`src/rtl/calc_key_pkg.sv`:
```
// calc_key_pkg: key codes and helpers shared by the key encoder and the calculator FSM
package calc_key_pkg;
  typedef logic [3:0] key_code_t;
  localparam int NUM_KEYS = 12;
  localparam key_code_t KEY_ADD = 4'hA;
  localparam key_code_t KEY_SUB = 4'hB;
  localparam logic [NUM_KEYS-1:0] DIGIT_MASK = 12'h3FF;
  // Input index doubles as key code: 0-9 digits, 10 add, 11 sub
  function automatic key_code_t first_set(input logic [NUM_KEYS-1:0] v);
    first_set = '0;
    for (int i = NUM_KEYS - 1; i >= 0; i--)
      if (v[i]) first_set = key_code_t'(i);
  endfunction
endpackage

```
`src/rtl/calc_key_debounce.sv`:
```
// calc_key_debounce: 2-FF synchroniser, stability counter and registered rising-edge pulse
module calc_key_debounce #(
  parameter int CYCLES = 16
) (
  input  logic clock,
  input  logic reset,
  input  logic raw,
  output logic level,
  output logic rise
);
  localparam int CW = $clog2(CYCLES + 1);
  localparam logic [CW-1:0] LAST = CW'(CYCLES - 1);
  logic [1:0] sync_q;
  logic [CW-1:0] cnt_q;
  logic lvl_q, lvl_dly_q, rise_q;
  // Level flips only after CYCLES consecutive samples disagree with it; pulse lags one cycle
  always_ff @(posedge clock or negedge reset) begin
    if (!reset) begin
      sync_q    <= '0;
      cnt_q     <= '0;
      lvl_q     <= 1'b0;
      lvl_dly_q <= 1'b0;
      rise_q    <= 1'b0;
    end else begin
      sync_q    <= {sync_q[0], raw};
      lvl_dly_q <= lvl_q;
      rise_q    <= lvl_q & ~lvl_dly_q;
      if (sync_q[1] == lvl_q) cnt_q <= '0;
      else if (cnt_q == LAST) begin
        cnt_q <= '0;
        lvl_q <= ~lvl_q;
      end else cnt_q <= cnt_q + CW'(1);
    end
  end
  assign level = lvl_q;
  assign rise  = rise_q;
endmodule

```
`src/rtl/calc_key_encoder.sv`:
```
// calc_key_encoder: debounced switch/button front-end feeding a key-code FIFO (optional KEY_REPEAT_EN auto-repeat)
module calc_key_encoder
  import calc_key_pkg::*;
#(
  parameter int DEBOUNCE_CYCLES = 16,
  parameter int FIFO_DEPTH      = 4,
  parameter int REPEAT_DELAY    = 64,
  parameter int REPEAT_RATE     = 16
) (
  input  logic                              clock,
  input  logic                              reset,
  input  logic [9:0]                        switch,
  input  logic                              op_add,
  input  logic                              op_sub,
  output logic                              key_valid,
  output key_code_t                         key_code,
  input  logic                              key_ready,
  output logic [$clog2(FIFO_DEPTH+1)-1:0]   fifo_level,
  output logic                              overflow
);
  localparam int PW = $clog2(FIFO_DEPTH);
  localparam int LW = $clog2(FIFO_DEPTH + 1);
  logic [NUM_KEYS-1:0] raw, lvl, rise, rep_ev, clr, pend_q, pend_d;
  key_code_t mem_q [FIFO_DEPTH];
  logic [PW-1:0] wr_q, rd_q;
  logic [LW-1:0] cnt_q;
  logic ovf_q, ovf_d, push, pop;
  key_code_t sel;
  assign raw = {op_sub, op_add, switch};
  for (genvar i = 0; i < NUM_KEYS; i++) begin : g_deb
    calc_key_debounce #(.CYCLES(DEBOUNCE_CYCLES)) u_deb (
      .clock(clock),
      .reset(reset),
      .raw  (raw[i]),
      .level(lvl[i]),
      .rise (rise[i])
    );
  end
`ifdef KEY_REPEAT_EN
  localparam int RW = $clog2((REPEAT_DELAY > REPEAT_RATE ? REPEAT_DELAY : REPEAT_RATE) + 1);
  logic [NUM_KEYS-1:0] held;
  key_code_t low, rep_idx_q;
  logic [RW-1:0] rep_cnt_q;
  logic rep_first_q, rep_track, rep_hit;
  assign held      = lvl & DIGIT_MASK;
  assign low       = first_set(held);
  assign rep_track = (held != '0) && (low == rep_idx_q);
  assign rep_hit   = rep_track && (rep_cnt_q == (rep_first_q ? RW'(REPEAT_DELAY - 1) : RW'(REPEAT_RATE - 1)));
  assign rep_ev    = rep_hit ? (NUM_KEYS'(1) << low) : '0;
  // Repeat timer restarts whenever the lowest held digit changes or nothing is held
  always_ff @(posedge clock or negedge reset) begin
    if (!reset) begin
      rep_idx_q   <= '0;
      rep_cnt_q   <= '0;
      rep_first_q <= 1'b1;
    end else if (!rep_track) begin
      rep_idx_q   <= low;
      rep_cnt_q   <= '0;
      rep_first_q <= 1'b1;
    end else if (rep_hit) begin
      rep_cnt_q   <= '0;
      rep_first_q <= 1'b0;
    end else rep_cnt_q <= rep_cnt_q + RW'(1);
  end
`else
  localparam int unused_rep = REPEAT_DELAY + REPEAT_RATE;
  logic unused_lvl;
  assign unused_lvl = ^lvl;
  assign rep_ev     = '0;
`endif
  // Lowest pending index wins; a full FIFO still accepts a push when it pops the same cycle
  always_comb begin
    pop    = (cnt_q != '0) && key_ready;
    sel    = first_set(pend_q);
    push   = (pend_q != '0) && ((cnt_q != LW'(FIFO_DEPTH)) || pop);
    clr    = push ? (NUM_KEYS'(1) << sel) : '0;
    pend_d = (pend_q & ~clr) | rise | rep_ev;
    ovf_d  = ovf_q | (|(rise & pend_q & ~clr));
  end
  // Pending bits, sticky overflow and the circular key-code FIFO
  always_ff @(posedge clock or negedge reset) begin
    if (!reset) begin
      pend_q <= '0;
      ovf_q  <= 1'b0;
      wr_q   <= '0;
      rd_q   <= '0;
      cnt_q  <= '0;
      for (int k = 0; k < FIFO_DEPTH; k++) mem_q[k] <= '0;
    end else begin
      pend_q <= pend_d;
      ovf_q  <= ovf_d;
      cnt_q  <= cnt_q + LW'(push) - LW'(pop);
      if (pop) rd_q <= rd_q + PW'(1);
      if (push) begin
        mem_q[wr_q] <= sel;
        wr_q        <= wr_q + PW'(1);
      end
    end
  end
  assign key_valid  = cnt_q != '0;
  assign key_code   = mem_q[rd_q];
  assign fifo_level = cnt_q;
  assign overflow   = ovf_q;
endmodule

```
`config.mk`:
```
export PLATFORM = sky130hd
export DESIGN_NAME = calc_key_encoder
export DESIGN_NICKNAME = d
export VERILOG_FILES = /design/src/rtl/calc_key_pkg.sv /design/src/rtl/calc_key_debounce.sv /design/src/rtl/calc_key_encoder.sv
export SDC_FILE = /design/constraint.sdc
export NUM_CORES = 1
export LEC_CHECK = 0
export CAP_MARGIN = 15
export CORE_UTILIZATION = 40
export CTS_CLUSTER_SIZE = 40
export DETAILED_ROUTE_END_ITERATION = 10
export DONT_BUFFER_PORTS = 1
export HOLD_SLACK_MARGIN = 0.12
export PLACE_DENSITY_LB_ADDON = 0.25
export SYNTH_ARGS = -nofsm -noshare
export SYNTH_HDL_FRONTEND = slang
export SYNTH_SLANG_ARGS = --single-unit
```
`constraint.sdc`:
```
create_clock -name clock -period 4.5 [get_ports clock]
set_input_delay 0.45 -clock clock [delete_from_list [all_inputs] [get_ports clock]]
set_output_delay 0.45 -clock clock [all_outputs]
set_load 0.05 [all_outputs]
```
==> results of run 1 <==
flip-flops by register name, summed over array words and instances, names as in the netlist:
signal,cells
fifo_level,3
g_deb.u_deb.cnt_q,60
g_deb.u_deb.level,12
g_deb.u_deb.lvl_dly_q,12
g_deb.u_deb.rise,12
g_deb.u_deb.sync_q,24
mem_q,16
overflow,1
pend_q,12
rd_q,2
wr_q,2
repair_timing:
| item | in CTS | in global routing |
|---|---|---|
| hold endpoints to repair | 168 | 0 |
| hold buffers | 14 | 0 |
| setup endpoints to repair | 0 | 0 |
power by group:
group	leakage, nW	internal (W)	switching [W]	total, W
Sequential	2.06	0.00149	0.000143	0.00164
Clock	0.277	0.000875	0.000555	0.00143
Combinational	1.22	0.000153	0.000229	0.000383
worst reg2reg max path, stage by stage, from the launching register on:
cell,delay [ns]
sky130_fd_sc_hd__dfrtp_1,0.78
sky130_fd_sc_hd__nor4b_4,0.19
sky130_fd_sc_hd__a21oi_1,0.70
sky130_fd_sc_hd__inv_1,0.12
sky130_fd_sc_hd__ha_1,0.32
sky130_fd_sc_hd__inv_1,0.05
sky130_fd_sc_hd__ha_1,0.12
sky130_fd_sc_hd__inv_1,0.05
sky130_fd_sc_hd__fa_1,0.37
sky130_fd_sc_hd__xnor2_1,0.15
sky130_fd_sc_hd__xnor2_1,0.15
cells by family (layout without fill, tap and decap cells):
family / count (synthesis) / after routing / synth area share (%)
buf+inv: 19 / 62 / 1.17
mux: 24 / 24 / 5.18
compound gates: 58 / 58 / 5.77
xor+xnor: 41 / 41 / 5.90
simple gates: 161 / 161 / 13.9
flops: 156 / 156 / 64.1
fa+ha+maj: 19 / 19 / 4.03
routing by layer:
metal / routed length [µm] / share of wire, % / GRT usage [%]
met1: 4290 / 47 / 15.7
met2: 4400 / 48 / 21.8
met3: 373 / 4.1 / 5.18
met4: 123 / 1.3 / 4.88
met5: 0 / 0 / 0
synth_stat cells, types with 3 or more instances:
master	count
sky130_fd_sc_hd__xor2_1	37
sky130_fd_sc_hd__a21o_1	6
sky130_fd_sc_hd__nand3_1	27
sky130_fd_sc_hd__o21ai_0	25
sky130_fd_sc_hd__ha_1	18
sky130_fd_sc_hd__nand2b_1	7
sky130_fd_sc_hd__nor2b_1	13
sky130_fd_sc_hd__and2_1	18
sky130_fd_sc_hd__nand2_1	19
sky130_fd_sc_hd__xnor2_1	4
sky130_fd_sc_hd__mux4_2	4
sky130_fd_sc_hd__inv_1	17
sky130_fd_sc_hd__and3_1	12
sky130_fd_sc_hd__dfrtp_1	156
sky130_fd_sc_hd__nor4_1	3
sky130_fd_sc_hd__a21oi_1	13
sky130_fd_sc_hd__nor2_1	53
sky130_fd_sc_hd__mux2_2	20
area by class of cell:
cell class / count / area, µm² / share of cell area, %
Tap cell: 184 / 230 / 3.26
Clock inverter: 12 / 164 / 2.32
Multi-Input combinational cell: 303 / 2120 / 29.9
Inverter: 17 / 63.8 / 0.903
Sequential cell: 156 / 3900 / 55.2
Clock buffer: 19 / 433 / 6.12
Timing Repair Buffer: 14 / 158 / 2.23
path summary, 6_finish.rpt:
check | startpoint | endpoint | slack, ns | cells past startpoint
hold reg to reg | g_deb[9].u_deb.sync_q[0]$_DFF_PN0_ | g_deb[9].u_deb.sync_q[1]$_DFF_PN0_ | 0.35 | 0
setup / recovery | fifo_level[1]$_DFF_PN0_ | fifo_level[2]$_DFF_PN0_ | 1.35 | 10
setup reg to reg | fifo_level[1]$_DFF_PN0_ | fifo_level[2]$_DFF_PN0_ | 1.35 | 10
min in group asynchronous | reset | g_deb[9].u_deb.cnt_q[1]$_DFF_PN0_ | 0.68 | 2
max in group asynchronous | reset | fifo_level[2]$_DFF_PN0_ | 3.18 | 2
hold / removal | key_ready | rd_q[0]$_DFFE_PN0P_ | 0.31 | 2
per-stage QoR:
step / total power [W] / hold WS (ns) / utilization [%]
final: 0.00345 / 0.309 / 48.1
after global placement: 0.00199 / 0.160 / 43.0
after detailed placement: 0.00201 / 0.163 / 43.0
after global routing: 0.00362 / 0.293 / 48.1
after floorplan: 0.00194 / 0.154 / -
after CTS: 0.00351 / 0.287 / 48.1
==> flow_results.org, run 1 <==
** Worst setup path
- Dominant delay contributor by cell family on the critical path :: adder cells
- Sort of element at the start of the critical path :: flip-flop
- Walking the worst path, the cells encountered are nor4b_4, a21oi_1, inv_1, ha_1, inv_1, ha_1, inv_1, fa_1, xnor2_1, xnor2_1.
- Type of the worst setup path :: flip-flop to flip-flop
- Cell at the slowest stage of the critical path :: sky130_fd_sc_hd__dfrtp_1
- STA puts the critical path data arrival time at 3.42 ns.
- For the worst setup path, the data required time is 4.77 ns.
- Counting stages on the worst path, the most repeated cell is sky130_fd_sc_hd__inv_1.
- On the worst path, the slowest cell contributes a delay of 0.78 ns.
- STA classifies the critical path endpoint as a flip-flop.
- Worst path bufs/invs :: 3
- Of all nets on the critical path, the largest fanout is 12.

** Timing
- Measured slew at the worst slew-check pin :: 0.843 ns
- After layout, the minimum clock period comes to between 3 and 4 ns.
- The max-slew violation count was 0.
- After layout, the worst path uses between 60% and 70% of the clock period.
- Worst path setup slack after routing :: 1.35 ns
- Unrepaired setup endpoints after global routing :: no
- The hold violation total from the final report is 0.
- Static timing analysis puts the maximum clock frequency at about 320 MHz.
- Setup violations remaining at the end of the flow were counted as 0.
- Headroom to the max-slew limit came out at 43.8%.
- Fin Setup TNS :: 0 ns
- Clk_skew :: roughly 0.005 ns

** Die
- The floorplan step defined a die boundary enclosing 0.0157 mm².
- Die Span X :: 125 µm
- Core Box Area :: 0.0147 mm²
- For this design the top-level I/O count stands at 24.
- For this configuration, the core starts out at a cell density of 41.4%.
- The floorplan has between 40 and 50 rows.
- Vertical die dimension :: 125 µm

** Drt
- Using the TritonRoute via totals, the vias-per-cell ratio works out to 5.02.
- The pre-antenna-repair detailed-routing pass consisted of 6 iterations.
- Via Count :: about 3500
- Number of nets still failing antenna checks after routing :: 0
- In the final routed layout, each cell accounts on average for 13.0 µm.
- The first routing iteration left 185 violations.
- In the routed design, unresolved DRC markers number 0.
- After detailed routing, the total wire length is about 9000 µm.

** Synthesis
- In this run the cell area of the synthesized design comes to 0.00609 mm².
- For this run, the number of Yosys warnings is 0.
- sky130_fd_sc_hd__dfrtp_1 takes more of the synthesized area than any other cell.
- Fraction of synthesis flops using an asynchronous set or reset pin :: between 90% and 100%
- In this run, synthesis inferred 0 flip-flops with an integrated enable.
- When the netlist entered floorplanning its net count stood at 512.
- Yosys attributes the largest share of cell area to sky130_fd_sc_hd__dfrtp_1 64%, sky130_fd_sc_hd__xor2_1 5.3%, sky130_fd_sc_hd__ha_1 3.7%.
- Counting flops and latches in the post-synthesis netlist gives 156.
- The netlist uses 40 different library cells.
- Sequential element share of the synthesized area :: 64.1%
- Share of the synthesized area in the top cell type :: approximately 64%
- Post-Syn Area per Cell :: around 13 µm²
- Post-synth top flop :: sky130_fd_sc_hd__dfrtp_1
- The cell count after synthesis came out at about 480.

** Layout
- Antenna diode count :: 0
- Number of nets in the layout :: 543
- Counting the fill cells in the layout gives 1288.
- The top cell types in the final layout, fill and taps aside, are 156 x sky130_fd_sc_hd__dfrtp_1, 53 x sky130_fd_sc_hd__nor2_1, 37 x sky130_fd_sc_hd__xor2_1, 27 x sky130_fd_sc_hd__nand3_1, 25 x sky130_fd_sc_hd__o21ai_0.
- Leaving out filler cells and counting taps, the final layout contains 705.
- Share of post-route cells with drive strength above 1 :: 11.7%
- Post-synthesis to final-layout area growth :: 16.0%
- Most frequent standard cell in the layout excluding fill and tap cells :: sky130_fd_sc_hd__dfrtp_1
- Layout Cell Area excl Fill :: 0.00707 mm²

** Place
- The congestion estimate from routability-driven global placement came to about 0.86.
- Post-Place Worst Slack :: between 1 and 1.5 ns
- After detailed placement, the total cell area comes to about 0.0063 mm².
- DPL Wire Length :: 5980 µm
- Counting tap cells, the placed design contains a total of 660 instances.
- Count of port buffers added during placement :: 0

** Clocking
- Clock-pin slew was measured on the worst setup and hold paths at roughly 0.060 ns.
- The clock net in this run drives a total of about 160 sinks.
- Clock tree from TritonCTS :: yes
- The number of gates resized after CTS was 0.
- H-tree levels :: 4
- CTS placed an instance of sky130_fd_sc_hd__clkbuf_16 at the clock tree root.
- Insertion delay to the later sink of the worst-skew pair :: 0.41 ns
- Count of buffers added by post-CTS timing repair for setup :: 0
- No sink is reached through more buffers than the 2 on the longest clock path.
- Counting the buffers created by CTS gives 17.

** Pwr
- Static leakage :: 3.56 nW
- Power Density :: 488 mW/mm²
- IR analysis of the VDD net gives a maximum drop of 0.270 mV.

** Global route
- The via count of the first global-routing pass is 3700.
- Global routing consumed, over all layers together, roughly an eighth of the routing resources.
- After global routing the overflow that remains totals 0.
- Initial antenna violation count :: 0
- Pin count of the biggest net entering global routing :: around 160
- First-pass GRT wire length :: 16400 µm

** Min path
- Hold/Removal Path Class :: input pin to flip-flop

** Flow run
- Max-cap viol count :: 0

** Outcome
- The flow ran to the end, and the final reports show no timing, DRC or antenna violations.
Power figures use the tool's default switching activity.
==> run 2: changes to the inputs <==
Clock period 4.5 ns to 2.6 ns, I/O delays scaled along.
==> run 2 against run 1 <==
  * The flow now finishes with violations (DRC, hold timing)
  * Setup slack got worse by 1.2 ns
  * Die area did not move
  * Clock power rose by 89%
  * Critical endpoint unchanged
  * Largest power group unchanged
==> flow_results.org, run 2 (same netlist as run 1, synthesis figures left out) <==
** Layout
- The library cell used most frequently in the layout, excluding fill and tap cells, is sky130_fd_sc_hd__dfrtp_1.
- The share of cells above drive strength 1 was 16.2% (+4.5 points).
- The flip-flop count of the largest register after layout came to 60 (unchanged).
- The number of antenna cells inserted is 0 (unchanged).
- The largest registers in the layout are g_deb.u_deb.cnt_q (60), g_deb.u_deb.sync_q (24), mem_q (16).
- Ranked by flip-flop count, first place goes to g_deb.u_deb.cnt_q.
- Compared with the post-synthesis result, the final layout area differs by 19.1%.
- The area taken by flip-flops and latches came to 0.00391 mm² (about the same).
- Number of nets in the layout :: 559 (+2.9%)
- Commonest cells after routing, fill and taps aside :: 153 x sky130_fd_sc_hd__dfrtp_1, 52 x sky130_fd_sc_hd__nor2_1, 37 x sky130_fd_sc_hd__xor2_1, 27 x sky130_fd_sc_hd__nand3_1, 25 x sky130_fd_sc_hd__o21ai_0
- Filler Cells Inserted :: 1265 (-1.8%)
- Area of the multi-input gates :: 0.00214 mm² (+1.3%)
- Layout Cell Area excl Fill :: 0.00726 mm² (+2.7%)

** Global route
- The total global routing track utilization is 14.0% (+0.72 points).
- Pin count of the biggest net entering global routing :: 157 (unchanged)
- The number of antenna violations at the first check in global routing was 0 (unchanged).
- Overflow left after global routing :: 0 (unchanged)
- First-pass GRT wire length :: 17200 µm (+5.1%)
- The via count of the first global-routing pass is 3757 (+1.5%).

** Pwr
- The reported leakage power came to 3.68 nW (+3.5%).
- Portion of total power attributed to the clock network :: 43.2% (+1.7 points)
- The highest ir drop seen on vdd came to 0.486 mV (+80%).
- Sequential share of power :: 44.1% (-3.3 points)
- The areal power density over the cells is 862 mW/mm² (+77%).
- The switching power as a share of total power was 25.5% (-1.4 points).
- Power Internal :: 0.00466 W (+85%)
- Power share of the combinational group :: 12.7% (+1.6 points)
- Overall Power :: 0.00626 W (+82%)
- Psw :: 0.00160 W (+72%)

** Die
- Placement row count :: 44 (unchanged)
- The placeable core region was 0.0147 mm² (unchanged).
- Top-Level Pins :: 24 (unchanged)
- The die extent in y is 125 µm (unchanged).
- The area enclosed by the die boundary came to 0.0157 mm² (unchanged).
- Die Span X :: 125 µm (unchanged)
- Effective utilization at floorplan :: 41.4% (unchanged)

** Worst setup path
- Kind of end point of the critical path :: flip-flop
- The data required time at the worst endpoint is 2.89 ns (-1.88 ns).
- Type of the worst setup path :: flip-flop to flip-flop
- The arrival time of data at the critical path endpoint came to 2.76 ns (-0.66 ns).
- The largest fanout on the critical path was 2 (-10).
- The worst setup path is launched from a flip-flop.

** Min path
- The path class of the tightest hold or removal check is input pin to asynchronous set/reset pin.

** Timing
- Hold_ws :: -0.459 ns (-0.769 ns)
- The hold violation total from the final report is 156 (+156).
- The max-slew headroom at the worst pin is 58.9% (+15 points).
- Unrepaired setup endpoints after global routing :: no
- The total of endpoints with negative setup slack in the final report is 0 (unchanged).
- Share of the cycle needed by the critical path after routing :: 94.8% (+25 points)
- The max-slew violation count is 0 (unchanged).
- The clock tree skew after final layout was 0.00865 ns (+0.00366 ns).
- Measured slew at the worst slew-check pin :: 0.612 ns (-0.231 ns)
- The upper clock frequency limit is 406 MHz (+28%).
- The shortest period the worst path allows is 2.46 ns (-0.683 ns).
- Fin Setup TNS :: 0 ns (unchanged)

** Drt
- The routed via count divided by cell count is 4.93 (-1.8%).
- The iteration count of the initial detailed-routing pass was 9 (+3).
- Via Count :: 3561 (+0.56%)
- Routed length per instance :: 13.6 µm (+4.0%)
- Number of nets still failing antenna checks after routing :: 0 (unchanged)
- The DRC violation count after routing was 4 (+4).
- The violation count after the first detailed-routing iteration came to 182 (-1.6%).
- The post-detailed-routing wire length came to 9780 µm (+6.5%).

** Place
- RePlAce Congestion :: 0.865 (+0.24%)
- The total placed instance area was 0.00646 mm² (+2.4%).
- Count of port buffers added during placement :: 0 (unchanged)
- DPL Wire Length :: 6520 µm (+9.0%)

** Flow run
- The number of max-cap violations was 0 (unchanged).

** Clocking
- The number of buffers created by CTS came to 17 (unchanged).
- The number of hold buffers added after CTS is 13 (-1).
- TritonCTS built the clock tree.
- H-tree levels :: 4 (unchanged)
- The clock-pin slew of the registers on the worst-case setup and hold paths was 0.06 ns (about the same).
- Insertion delay to the later sink of the worst-skew pair :: 0.42 ns (about the same)
- The sink count of the clock tree was 156 (unchanged).
- Clock buffer depth :: 2 (unchanged)
- CTS Root Cell :: sky130_fd_sc_hd__clkbuf_16
- The count of buffers added by post-CTS timing repair for setup was 0 (unchanged).

** Outcome
- The checks that failed: DRC, hold timing.
- The run finished, with violations left.
-- run 2: final timing paths --
| path | startpoint | end | slack [ns] | depth (start not counted) |
|---|---|---|---|---|
| setup / recovery | pend_q[6]$_DFF_PN0_ | fifo_level[2]$_DFF_PN0_ | 0.14 | 11 |
| hold / removal | reset | mem_q[2]$_DFFE_PN0P_ | -0.46 | 0 |
| setup reg to reg | pend_q[6]$_DFF_PN0_ | fifo_level[2]$_DFF_PN0_ | 0.14 | 11 |
| hold reg to reg | g_deb[9].u_deb.sync_q[0]$_DFF_PN0_ | g_deb[9].u_deb.sync_q[1]$_DFF_PN0_ | 0.35 | 0 |
| max in group asynchronous | reset | g_deb[2].u_deb.cnt_q[2]$_DFF_PN0_ | 2.77 | 0 |
| min in group clock | key_ready | pend_q[0]$_DFF_PN0_ | 0.25 | 3 |
-- run 2: worst max-delay path: stages (launching register included) --
cell	delay (ns)
sky130_fd_sc_hd__dfrtp_1	0.37
sky130_fd_sc_hd__or4_4	0.57
sky130_fd_sc_hd__nor2_4	0.14
sky130_fd_sc_hd__a21oi_2	0.06
sky130_fd_sc_hd__inv_1	0.06
sky130_fd_sc_hd__ha_1	0.22
sky130_fd_sc_hd__inv_1	0.06
sky130_fd_sc_hd__ha_1	0.13
sky130_fd_sc_hd__inv_1	0.05
sky130_fd_sc_hd__fa_1	0.40
sky130_fd_sc_hd__xnor2_2	0.15
sky130_fd_sc_hd__xnor2_1	0.13
-- run 2: through the flow --
step | cells | util [%] | setup WS (ns)
CTS | 722 | 49.3 | 0.127
global route | 722 | 49.4 | 0.00230
detailed placement | 677 | 44.0 | 0.162
finish | 722 | 49.4 | 0.136
global placement | 677 | 44.0 | 0.205
floorplan | 478 | - | 0.00158
-- run 2: final cells by class --
cell class,instances,area share [%]
inverter,17,0.879
tap,184,3.17
clock inverter,13,2.91
clock buffer,19,6.10
timing repair buffer,30,3.55
multi-input combinational,303,29.5
sequential,156,53.8
-- run 2: layer usage --
layer	wire length [µm]	vias up	global-route usage [%]	part of all wire, %
met5	0	-	0	0
met4	169	0	5.60	1.7
met3	339	13	4.71	3.5
met2	4820	54	23.0	49
met1	4450	1768	16.9	45
li1	-	1726	-	-
-- run 2: power groups by stage --
stage	Clock, W	Combinational (W)	Sequential [W]
2_1_floorplan	0	0.000559	0.00283
3_3_place_gp	0	0.000745	0.00279
3_5_place_dp	0	0.000771	0.00280
4_1_cts	0.00278	0.000792	0.00276
5_1_grt	0.00288	0.000876	0.00279
6_report	0.00270	0.000797	0.00276
-- run 2: repair_timing --
| action | 4_1_cts | 5_1_grt |
|---|---|---|
| endpoints found under the hold margin | 169 | 156 |
| resized for setup | 0 | 1 |
| endpoints found under the setup margin | 0 | 1 |
==> run 3: changes to the inputs <==
Settings changed: CORE_ASPECT_RATIO from default to 0.9, CORE_UTILIZATION 40 to 35.
==> run 3 against run 2 <==
  * Cell count up 6.8%
  * Wire length down 1.6%
  * Sequential power about the same
  * Hold slack better by 0.0020 ns
  * Maximum frequency up 1.6%
  * Count of clock-buffer cells in the layout up 1
  * Core utilization down 6.5 points
  * Global-route usage down 1.6 points
  * Sequential cell count unchanged
  * Via count down 1.9%
  * The flow finishes with violations (hold timing)
==> flow_results.org, run 3 (same netlist as run 1, synthesis figures left out) <==
** Pwr
- The areal power density over the cells is 829 mW/mm² (-3.8%).
- Psw :: 0.00155 W (-2.7%)
- Power share of the combinational group :: 12.9% (+0.2 points)
- The design internal power was 0.00446 W (-4.2%).
- Sequential share of power :: 45.8% (+1.7 points)
- Switching share of power :: 25.8% (+0.30 points)
- Static leakage :: 3.64 nW (-0.97%)
- The clock group share of total power came to 41.4% (-1.8 points).
- The highest ir drop seen on vdd is 0.436 mV (-10%).
- Overall Power :: 0.00602 W (-3.8%)

** Clocking
- The clock-pin slew of the registers on the worst-case setup and hold paths came to 0.06 ns (about the same).
- Clock tree from TritonCTS :: yes
- Number of clock buffers inserted by TritonCTS :: 17 (unchanged)
- Count of buffers added by post-CTS timing repair for setup :: 0 (unchanged)
- The total number of H-tree levels came to 4 (unchanged).
- CTS Root Cell :: sky130_fd_sc_hd__clkbuf_16
- Clock buffer depth :: 2 (unchanged)
- Insertion delay to the later sink of the worst-skew pair :: 0.42 ns (about the same)
- The number of hold buffers added after CTS was 13 (unchanged).
- Clock sink count :: 156 (unchanged)
- The count of cells resized by post-cts repair came to 0 (unchanged).

** Die
- Core Box Area :: 0.0169 mm² (+15%)
- The number of rows in the core area is 45 (+2.3%).
- The effective utilization at floorplan came to 35.9% (-5.5 points).
- Vertical die dimension :: 127 µm (+1.4%)
- Top-Level Pins :: 24 (unchanged)
- The die width came to 141 µm (+12%).
- The area enclosed by the die boundary is 0.0179 mm² (+14%).

** Layout
- The share of cells above drive strength 1 came to 15.7% (-0.50 points).
- Largest registers ranked by flip-flop count :: g_deb.u_deb.cnt_q (60), g_deb.u_deb.sync_q (24), mem_q (16)
- Commonest cells after routing, fill and taps aside :: 153 x sky130_fd_sc_hd__dfrtp_1, 52 x sky130_fd_sc_hd__nor2_1, 37 x sky130_fd_sc_hd__xor2_1, 27 x sky130_fd_sc_hd__nand3_1, 25 x sky130_fd_sc_hd__o21ai_0
- The utilization after layout is 42.8% (-6.5 points).
- Storage cell area :: 0.00391 mm² (unchanged)
- The area occupied by multi-input gates is 0.00214 mm² (-0.35%).
- Most flops, register :: g_deb.u_deb.cnt_q
- Antenna diode count :: 0 (unchanged)
- The number of inserted filler cells in the final layout came to 1602 (+27%).
- The net total in the final layout was 559 (unchanged).
- The area growth from synthesis to layout came to 19.1% (unchanged).
- Most frequent standard cell in the layout excluding fill and tap cells :: sky130_fd_sc_hd__dfrtp_1
- Layout Cell Area excl Fill :: 0.00726 mm² (unchanged)
- The flip-flop count of the largest register after layout is 60 (unchanged).

** Drt
- The average routed wire per standard cell is 12.5 µm (-7.9%).
- Routed length on met3 :: 297 µm (-12%)
- The DRC violation count after routing was 0 (-4).
- Number of nets still failing antenna checks after routing :: 0 (unchanged)
- Via Count :: 3494 (-1.9%)
- The met1 routed wirelength after detailed routing was 4720 µm (+6.0%).
- The post-detailed-routing wire length came to 9620 µm (-1.6%).
- Top metal layer carrying routed signals :: met4
- The violation count after the first detailed-routing iteration came to 141 (-23%).
- Iteration count of the initial detailed-routing pass :: 4 (-5)
- Metal2 WL :: 4460 µm (-7.6%)
- The routed via count divided by cell count is 4.53 (-8.1%).

** Place
- Instance area after placement :: 0.00653 mm² (+0.99%)
- The detailed placement HPWL came to 6380 µm (-2.2%).
- The count of input and output buffers is 0 (unchanged).
- Post-Place Worst Slack :: 0.168 ns (+0.00617 ns)
- The weighted congestion reported at the end of routability-driven placement was 0.846 (-2.2%).

** Worst setup path
- Largest driver fanout on the critical path :: 2 (unchanged)
- Grouping stages by cell kind, the critical path spends the most delay in simple AND/OR/NAND/NOR gates.
- Worst path bufs/invs :: 3 (unchanged)
- The largest incremental delay on the critical path came to 0.58 ns (about the same).
- Launch point of the worst reg-to-reg path :: pend_q[6]$_DFF_PN0_
- The critical path is of the flip-flop to flip-flop type.
- The worst setup path is launched from a flip-flop.
- The data required time at the worst endpoint is 2.93 ns (+0.04 ns).
- Crit-path cells :: or4_4, nor2_4, a21oi_2, inv_1, ha_1, inv_1, ha_1, inv_1, fa_1, xnor2_1, xnor2_1
- Kind of end point of the critical path :: flip-flop
- The arrival time of data at the critical path endpoint came to 2.76 ns (about the same).
- Cell at the slowest stage of the critical path :: sky130_fd_sc_hd__or4_4
- The most numerous cell type found on the critical path is sky130_fd_sc_hd__inv_1.
- Start point of the critical path :: pend_q[6]$_DFF_PN0_

** Outcome
- Outcome :: finished with violations
- The checks that failed: hold timing.

** Global route
- Via count of the first global-routing pass :: 3687 (-1.9%)
- Pin count of the biggest net entering global routing :: 157 (unchanged)
- The remaining global-route overflow was 0 (unchanged).
- The number of antenna violations at the first check in global routing came to 0 (unchanged).
- First-pass GRT wire length :: 17200 µm (-0.16%)
- The total global routing track utilization was 12.4% (-1.6 points).

** Timing
- The final sum of negative setup slack came to 0 ns (unchanged).
- Worst path setup slack after routing :: 0.175 ns (+0.0388 ns)
- Number of setup violations in the final report :: 0 (unchanged)
- The actual slew at the worst max-slew pin came to 0.627 ns (+0.0153 ns).
- Hold_ws :: -0.457 ns (+0.00204 ns)
- Hold violation count in the final report :: 156 (unchanged)
- The max-slew violation count was 0 (unchanged).
- Clk_skew :: 0.00602 ns (-0.00263 ns)
- Max Fclk :: 412 MHz (+1.6%)
- The shortest period the worst path allows came to 2.42 ns (-0.0388 ns).
- The final worst-path cycle share was 93.3% (-1.5 points).
- Setup repair after global routing left no endpoint under its margin.
- Worst slew margin relative to its limit :: 57.8% (-1.0 points)

** Min path
- The path class of the tightest hold or removal check is input pin to asynchronous set/reset pin.

** Flow run
- Max-cap viol count :: 0 (unchanged)
run 3: cell count changes in the layout (fill, tap and decap cells not counted):
cell | before | now
sky130_fd_sc_hd__xnor2_1 | 3 | 4
sky130_fd_sc_hd__clkinvlp_4 | 1 | 2
sky130_fd_sc_hd__bufinv_16 | 5 | 3
sky130_fd_sc_hd__inv_6 | 3 | 1
sky130_fd_sc_hd__clkbuf_8 | 1 | 2
sky130_fd_sc_hd__xnor2_2 | 1 | 0
run 3: per-stage QoR:
stage / cells / hold slack [ns]
final: 771 / -0.457
after global routing: 771 / -0.487
after CTS: 771 / -0.484
after detailed placement: 728 / -0.0288
after global placement: 728 / -0.0281
after floorplan: 478 / -0.0356
run 3: metal layers:
layer / vias up / global-route usage, %
met1: 1715 / 15.7
met2: 49 / 19.5
met4: 0 / 5.75
met5: - / 0
met3: 10 / 3.71
li1: 1720 / -
run 3: power groups by stage:
stage / sequential, W / combinational (W) / clock, W
finish: 0.00275 / 0.000774 / 0.00249
global route: 0.00278 / 0.000843 / 0.00267
CTS: 0.00276 / 0.000783 / 0.00257
detailed placement: 0.00280 / 0.000763 / 0
global placement: 0.00279 / 0.000750 / 0
floorplan: 0.00283 / 0.000559 / 0
run 3: final timing paths:
kind                                                      end  slack, ns  depth (start not counted)
max                                   fifo_level[2]$_DFF_PN0_       0.18                         11
min                                      mem_q[9]$_DFFE_PN0P_      -0.46                          0
max reg2reg                           fifo_level[2]$_DFF_PN0_       0.18                         11
min reg2reg                g_deb[9].u_deb.sync_q[1]$_DFF_PN0_       0.34                          0
max in group asynchronous  g_deb[4].u_deb.lvl_dly_q$_DFF_PN0_       2.64                          0
min in group clock                        pend_q[0]$_DFF_PN0_       0.26                          3
run 3: area by class of cell:
class	instances	area share [%]
clock buffers	20	6.29
clock inverters	10	1.95
inverters	17	0.879
multi-input cells	303	29.4
flip-flops and latches	156	53.8
well taps	235	4.05
repair buffers	30	3.55
run 3: worst register-to-register path: stages, from the launching register on:
cell,delay [ns]
sky130_fd_sc_hd__dfrtp_1,0.37
sky130_fd_sc_hd__or4_4,0.58
sky130_fd_sc_hd__nor2_4,0.14
sky130_fd_sc_hd__a21oi_2,0.06
sky130_fd_sc_hd__inv_1,0.08
sky130_fd_sc_hd__ha_1,0.22
sky130_fd_sc_hd__inv_1,0.05
sky130_fd_sc_hd__ha_1,0.12
sky130_fd_sc_hd__inv_1,0.05
sky130_fd_sc_hd__fa_1,0.37
sky130_fd_sc_hd__xnor2_1,0.17
sky130_fd_sc_hd__xnor2_1,0.13
